===== src/rtl/gcd_host_sequencer.sv =====
// gcd_host_sequencer: host-side driver for the subtractive GCD core.
// Accepts an operand pair, loads A (with start) and then B over the core's
// shared data bus, waits for done (bounded by a timeout), returns the result,
// and then pulses the core's local reset, because the core's done state is
// terminal and the core must be re-armed before the next pair.
module gcd_host_sequencer #(
  parameter int WIDTH      = 8,
  parameter int TIMEOUT    = 1024,
  parameter int RST_CYCLES = 2
) (
  input  logic             clk,
  input  logic             rst_n,
  input  logic             in_valid,
  output logic             in_ready,
  input  logic [WIDTH-1:0] in_a,
  input  logic [WIDTH-1:0] in_b,
  output logic             out_valid,
  input  logic             out_ready,
  output logic [WIDTH-1:0] out_result,
  output logic             out_err,
  output logic [WIDTH-1:0] gcd_data,
  output logic             gcd_start,
  output logic             gcd_rst_n,
  input  logic             gcd_done,
  input  logic [WIDTH-1:0] gcd_result
);

  localparam int TW = $clog2(TIMEOUT + 1);
  localparam int CW = $clog2(RST_CYCLES + 1);

  localparam logic [TW-1:0] TIMER_LAST = TW'(TIMEOUT - 1);
  localparam logic [TW-1:0] TIMER_SAT  = TW'(TIMEOUT);
  localparam logic [CW-1:0] CNT_INIT   = CW'(RST_CYCLES - 1);

  typedef enum logic [2:0] {
    IDLE,
    LOAD_A,
    LOAD_B,
    WAIT,
    RESP,
    CORE_RST
  } state_t;

  state_t           state_reg,  state_next;
  logic [WIDTH-1:0] a_reg,      a_next;
  logic [WIDTH-1:0] b_reg,      b_next;
  logic [TW-1:0]    timer_reg,  timer_next;
  logic [CW-1:0]    cnt_reg,    cnt_next;
  logic             bypass_reg, bypass_next;
  logic [WIDTH-1:0] result_reg, result_next;
  logic             err_reg,    err_next;

  // State and datapath registers; reset parks in CORE_RST so the core is
  // always re-armed after a host reset, even one that lands mid-transaction.
  always_ff @(posedge clk or negedge rst_n) begin
    if (!rst_n) begin
      state_reg  <= CORE_RST;
      a_reg      <= '0;
      b_reg      <= '0;
      timer_reg  <= '0;
      cnt_reg    <= CNT_INIT;
      bypass_reg <= 1'b0;
      result_reg <= '0;
      err_reg    <= 1'b0;
    end else begin
      state_reg  <= state_next;
      a_reg      <= a_next;
      b_reg      <= b_next;
      timer_reg  <= timer_next;
      cnt_reg    <= cnt_next;
      bypass_reg <= bypass_next;
      result_reg <= result_next;
      err_reg    <= err_next;
    end
  end

  // Next-state and datapath update for the single transaction in flight.
  always_comb begin
    state_next  = state_reg;
    a_next      = a_reg;
    b_next      = b_reg;
    timer_next  = timer_reg;
    cnt_next    = cnt_reg;
    bypass_next = bypass_reg;
    result_next = result_reg;
    err_next    = err_reg;

    case (state_reg)
      IDLE: begin
        if (in_valid) begin
          a_next = in_a;
          b_next = in_b;
          if ((in_a == '0) || (in_b == '0)) begin
            // The core never terminates on a zero operand; answer locally.
            result_next = in_a | in_b;
            err_next    = 1'b0;
            bypass_next = 1'b1;
            state_next  = RESP;
          end else begin
            bypass_next = 1'b0;
            state_next  = LOAD_A;
          end
        end
      end
      LOAD_A: begin
        state_next = LOAD_B;
      end
      LOAD_B: begin
        timer_next = '0;
        state_next = WAIT;
      end
      WAIT: begin
        if (gcd_done) begin
          result_next = gcd_result;
          err_next    = 1'b0;
          state_next  = RESP;
        end else if (timer_reg == TIMER_LAST) begin
          result_next = '0;
          err_next    = 1'b1;
          state_next  = RESP;
        end else if (timer_reg != TIMER_SAT) begin
          timer_next = timer_reg + 1'b1;
        end
      end
      RESP: begin
        if (out_ready) begin
          if (bypass_reg) begin
            state_next = IDLE;
          end else begin
            cnt_next   = CNT_INIT;
            state_next = CORE_RST;
          end
        end
      end
      CORE_RST: begin
        if (cnt_reg == '0) begin
          state_next = IDLE;
        end else begin
          cnt_next = cnt_reg - 1'b1;
        end
      end
      default: begin
        state_next = CORE_RST;
        cnt_next   = CNT_INIT;
      end
    endcase
  end

  // Core bus: A while loading A, B from LOAD_B through the wait, idle-low otherwise.
  always_comb begin
    gcd_data = '0;
    case (state_reg)
      LOAD_A:       gcd_data = a_reg;
      LOAD_B, WAIT: gcd_data = b_reg;
      default:      gcd_data = '0;
    endcase
  end

  assign in_ready   = (state_reg == IDLE);
  assign out_valid  = (state_reg == RESP);
  assign out_result = result_reg;
  assign out_err    = err_reg;
  assign gcd_start  = (state_reg == LOAD_A);
  assign gcd_rst_n  = (state_reg != CORE_RST);

endmodule


===== config.mk =====
export PLATFORM = sky130hd
export DESIGN_NAME = gcd_host_sequencer
export DESIGN_NICKNAME = d
export VERILOG_FILES = /design/src/rtl/gcd_host_sequencer.sv
export SDC_FILE = /design/constraint.sdc
export NUM_CORES = 1
export LEC_CHECK = 0
export CORE_MARGIN = 3
export CORE_UTILIZATION = 25
export CTS_CLUSTER_DIAMETER = 200
export CTS_CLUSTER_SIZE = 12
export DETAILED_ROUTE_END_ITERATION = 6
export DONT_BUFFER_PORTS = 1
export PLACE_DENSITY = 0.43
export SETUP_SLACK_MARGIN = 0.2
export SLEW_MARGIN = 15
export SYNTH_ARGS = -nofsm -noshare
export SYNTH_HDL_FRONTEND = slang
export SYNTH_SLANG_ARGS = --single-unit

===== constraint.sdc =====
create_clock -name clk -period 2.15 [get_ports clk]
set_clock_uncertainty 0.05 [all_clocks]
set_input_delay 0.645 -clock clk [delete_from_list [all_inputs] [get_ports clk]]
set_output_delay 0.645 -clock clk [all_outputs]
set_load 0.01 [all_outputs]

==> reports/results.tsv, run 1 <==
metric	value	unit
antenna_found_initial	0	
layout_common_cells	dfrtp_1, nor2_1, buf_4	
grt_pass1_vias	1748	
post_drt_via_cell_ratio	5.04	
clock_path_buffers	2	
crit_fanout	9	
ys_seq_elements	42	
critPathArrivalTime	1.39	ns
pwr-share-comb	0.469	
synth_nets	265	
drc_errors	0	
required	1.45	ns
syn_area_per_cell	10.0	sq um
fin_cells	363	
placed_area	2510	sq um
syn_area	2330	sq um
grt_max_degree	40	
portBuffers	0	
seqPwrFrac	0.357	
crit_buf_inv	3	
p_leak	1.18	nW
critPathMaxStageDelay	0.39	ns
final_hold_viol_count	0	
ir_drop	0.392	mV
coreArea	8890	sq um
setup_violations	0	
status	complete, no violations	
synth_seq_area_share	0.453	
p_int	2.41	mW
largest_register_ffs	11	
fmax	0.479	GHz
slew_headroom	0.712	
htreeDepth	2	
hpwl	4490	microns
clock-sinks	42	
period_minus_slack	2.09	ns
clk_latency	0.31	ns
grtUsageTotal	0.121	
hold_path.class	in -> async	
switching_share	0.377	
mostFrequentLayoutCell	dfrtp_1	
rows	34	
initial_core_util	0.262	
crit_path_cell_trace	buf_4 -> or3_4 -> inv_2 -> buf_4	
p_per_area	1360	nW/um^2
dr.pass1.iters	4	
post-place-cells	342	
startpoint_type	flip-flop	
drv_slew	0	
cts_tree	yes	
die_width	103	microns
max_cap_violations	0	
clkPwrFrac	0.174	
ios	50	
area_delta_synth_final	21.8	%
period_share	0.972	
die_h	103	microns
cpMaxStageDelayCell	dfstp_2	
nets	286	
seqCellArea	1060	sq um
multiInputGateArea	1260	sq um
yosysWarnings	0	
rsz0062_at_grt	true	
yosys.cell_types.count	50	
grt_overflow_total	0	
crit_type	reg -> out	
fill_cells	919	
cts_buffers	5	
ant_nets	0	
first_iter_violations	78	
wl_per_cell	17.5	microns
syn_inst	233	
gp_congestion	0.781	
die_area	10500	sq um
cp-end-kind	primary output	
vias	1830	
critPathMostFrequentCell	buf_4	
fin_area	2840	sq um
drive_gt1_frac	0.369	
tightest_slew	0.431	ns
clk_pin_slew	0.10	ns
crit_family	flip-flops	
grt_pass1_wl	9770	microns
drt_wl_total	6340	microns
switching_power	1.46	mW
diodes	0	
root_buffer	clkbuf_8	
rrSetupSlack	0.23	ns
[metal layers]
layer	part of all wire	track usage	wire [microns]
met5	0	0	0
met4	0.0063	0.0212	40
met3	0.063	0.0447	400
met2	0.45	0.174	2850
met1	0.48	0.174	3050
[synthesized netlist by cell type, drive strengths merged]
library cell	number	area [sq um]
or3b	1	8.76
nand3	6	35.0
mux2	24	300
dfstp	3	78.8
ha	3	37.5
and3	2	12.5
o311a	1	10.0
or2	1	6.26
o31ai	6	58.8
a21oi	20	100
nand4	3	25.0
o41ai	1	8.76
dfrtp	39	976
nor2b	2	15.0
o22a	1	8.76
a22oi	9	67.6
o221ai	1	8.76
xor2	1	8.76
or3	3	20.0
nor2	30	113
a31oi	2	12.5
a22o	1	10.0
clkbuf	5	20.0
inv	10	37.5
nand3b	2	15.0
nor4b	2	17.5
nor4	5	31.3
o21a	2	22.5
mux2i	1	10.0
nand2b	2	12.5
and4bb	1	12.5
o21ai	14	81.3
and2	1	6.26
buf	8	55.1
a211o	1	8.76
nand2	16	60.1
nor3	2	10.0
nor3b	1	7.51
[power by group through the flow]
stage                     Sequential (mW)  Combinational (mW)  Clock, mW
after detailed placement             1.41                1.49          0
after global routing                 1.43                1.97      0.727
after CTS                            1.38                1.75      0.687
after floorplan                      1.31                1.15          0
final                                1.38                1.82      0.674
after global placement               1.41                1.49          0
[cell families after synthesis]
| family | after synthesis | share of synthesized area |
|---|---|---|
| simple gates | 80 | 0.175 |
| compound gates | 59 | 0.171 |
| flops | 42 | 0.453 |
| mux | 25 | 0.133 |
| buf+inv | 23 | 0.0483 |
| fa+ha+maj | 3 | 0.0161 |
| xor+xnor | 1 | 0.00376 |
[per-stage QoR]
stage                      util  total power, mW  setup WS, ns  hold slack, ns  setup TNS (ns)
final                     0.319             3.87        0.0611           0.121               0
after floorplan               -             2.46         0.190           0.299               0
after detailed placement  0.282             2.90       -0.0807           0.300          -0.601
after CTS                 0.310             3.82        0.0437           0.115               0
after global routing      0.319             4.13      0.000533          0.0987               0
after global placement    0.282             2.90       -0.0632           0.300          -0.499
[final cells by class]
class / count / area share
clock inverters: 3 / 0.0172
inverters: 10 / 0.0132
clock buffers: 5 / 0.0243
multi-input cells: 169 / 0.444
well taps: 108 / 0.0476
repair buffers: 26 / 0.0816
flip-flops and latches: 42 / 0.372
[repair_timing]
action	4_1_cts	5_1_grt
buffers inserted	7	4
gates resized for setup	19	11
cloned	0	1
pin swaps	6	9
hold endpoints to repair	39	0
hold buffers	1	0
setup endpoints to repair	26	27
[final timing paths]
kind,start,end,depth (start not counted)
setup reg to reg,state_reg[0],out_result[0],6
hold reg to reg,cnt_reg[1],cnt_reg[1],2
min in group clk,cnt_reg[1],cnt_reg[1],2
hold / removal,rst_n,state_reg[1],1
max in group asynchronous,rst_n,out_result[6],1
setup / recovery,state_reg[0],in_ready,4
No activity file was read; power rests on OpenSTA's default activity.
==> inputs of run 2 (changes only) <==
CORE_UTILIZATION = 40   (was 25)
PLACE_DENSITY = 0.59   (was 0.43)
==> run 2 against run 1 <==
  * Routed wire length decreased by 8.5%
  * Cell area decreased by 2.2%
  * Fmax decreased by 0.55%
  * Highest routed layer unchanged
  * Sequential power about the same
  * Core utilization increased by 18 points
  * Clock-buffer cell count unchanged
  * Via count increased by 0.60%
  * Hold slack got worse by 0.0010 ns
  * Combinational power about the same
  * Clock power decreased by 24%
  * Die area decreased by 36%
==> reports/results.tsv, run 2 (synthesized netlist as in run 1, its figures left out) <==
metric	value	unit	change
first_iter_violations	106		+36%
drv_slew	0		unchanged
period_minus_slack	2.10	ns	+0.0115 ns
diodes	0		unchanged
drive_gt1_frac	0.378		+0.00933
rows	27		-21%
hpwl	3920	microns	-13%
initial_core_util	0.418		+0.156
vias	1841		+0.60%
htreeDepth	2		unchanged
pre_cts_ws	0.0101	ns	+0.0908 ns
gp_congestion	0.768		-1.7%
p_per_area	1340	nW/um^2	-1.7%
layout_common_cells	dfrtp_1, nor2_1, a21oi_1		
ios	50		unchanged
grt_util_met3	0.0575		+0.0128
setup_violations	0		unchanged
reg2regPathDepth	6		unchanged
grt_pass1_vias	1739		-0.51%
coreArea	5570	sq um	-37%
hold_path.class	in -> async		
clk_pin_slew	0.09	ns	about the same
nets	285		-0.35%
setup_ws	0.0495	ns	-0.0115 ns
cts_buffers	5		unchanged
clk_latency	0.30	ns	about the same
antenna_found_initial	0		unchanged
power	3.72	mW	-3.9%
tightest_slew	0.423	ns	-0.00785 ns
use_met2	0.248		+0.0733
startpoint_type	flip-flop		
ir_drop	0.561	mV	+43%
grt_busiest_layer	met1		
clock_path_buffers	2		unchanged
post_drt_via_cell_ratio	5.65		+12%
grtUsageTotal	0.177		+0.0559
area_delta_synth_final	19.1	%	
cp-end-kind	primary output		
status	complete, no violations		
fmax	0.476	GHz	-0.55%
rsz0062_at_grt	true		
grt_use_met1	0.254		+0.0801
die_width	82.3	microns	-20%
root_buffer	clkbuf_8		
critPathArrivalTime	1.41	ns	+0.02 ns
p_leak	1.17	nW	-0.66%
grt_max_degree	40		unchanged
wl_per_cell	17.8	microns	+1.9%
dr.pass1.iters	4		unchanged
fill_cells	517		-44%
drc_errors	0		unchanged
largest_register_ffs	11		unchanged
grt_pass1_wl	8980	microns	-8.1%
crit_type	reg -> out		
crit_fanout	8		-1
slew_headroom	0.716		+0.00372
clock-sinks	42		unchanged
die_h	82.3	microns	-20%
ant_nets	0		unchanged
grt_overflow_total	0		unchanged
period_share	0.977		+0.00537
mostFrequentLayoutCell	dfrtp_1		
max_cap_violations	0		unchanged
portBuffers	0		unchanged
cts_tree	yes		
final_hold_viol_count	0		unchanged
required	1.45	ns	about the same
drt_wl_total	5800	microns	-8.5%
die_area	6780	sq um	-36%
[run 2: layout make-up]
type | instances | area, sq um | share of cell area
Clock inverter | 3 | 18.8 | 0.00676
Clock buffer | 5 | 68.8 | 0.0248
Timing Repair Buffer | 24 | 220 | 0.0794
Inverter | 10 | 40.0 | 0.0144
Tap cell | 72 | 90.1 | 0.0325
Sequential cell | 42 | 1060 | 0.381
Multi-Input combinational cell | 170 | 1280 | 0.462
[run 2: final timing paths]
check,startpoint,endpoint,slack (ns)
max,state_reg[0],in_ready,0.05
min,rst_n,state_reg[0],0.12
max reg2reg,state_reg[2],out_result[2],0.25
min reg2reg,cnt_reg[1],cnt_reg[1],0.43
max in group asynchronous,rst_n,out_result[2],1.73
min in group clk,cnt_reg[1],cnt_reg[1],0.43
[run 2: stage by stage]
step | setup TNS, ns | util | cell area [sq um] | hold slack, ns | std cells
after floorplan | 0 | - | 2330 | 0.299 | 233
after global placement | 0 | 0.440 | 2450 | 0.301 | 305
after detailed placement | 0 | 0.440 | 2450 | 0.302 | 305
after CTS | 0 | 0.478 | 2660 | 0.115 | 319
after global routing | -0.00118 | 0.498 | 2780 | 0.105 | 326
final | 0 | 0.498 | 2780 | 0.120 | 326
[run 2: per-layer routing]
| layer | share of wire | wire, microns |
|---|---|---|
| met4 | 0.011 | 64 |
| met5 | 0 | 0 |
| met2 | 0.46 | 2640 |
| met1 | 0.46 | 2650 |
| met3 | 0.076 | 440 |
[run 2: power breakdown]
part           internal (mW)  switching (mW)
Combinational          0.933           0.863
Sequential              1.12           0.293
Clock                  0.229           0.285
Total                   2.28            1.44
[run 2: timing repair]
action	CTS	global route
gates cloned	1	2
hold buffers	1	0
endpoints found under the hold margin	39	0
pin swaps	12	15
gates resized for setup	20	16
setup endpoints to repair	12	30
setup buffers	4	5
[run 2: worst max-delay path: stages (launching register included)]
cell and delay, ns:
dfstp_2 0.40, buf_4 0.16, or3_4 0.36, inv_2 0.06, buf_4 0.11
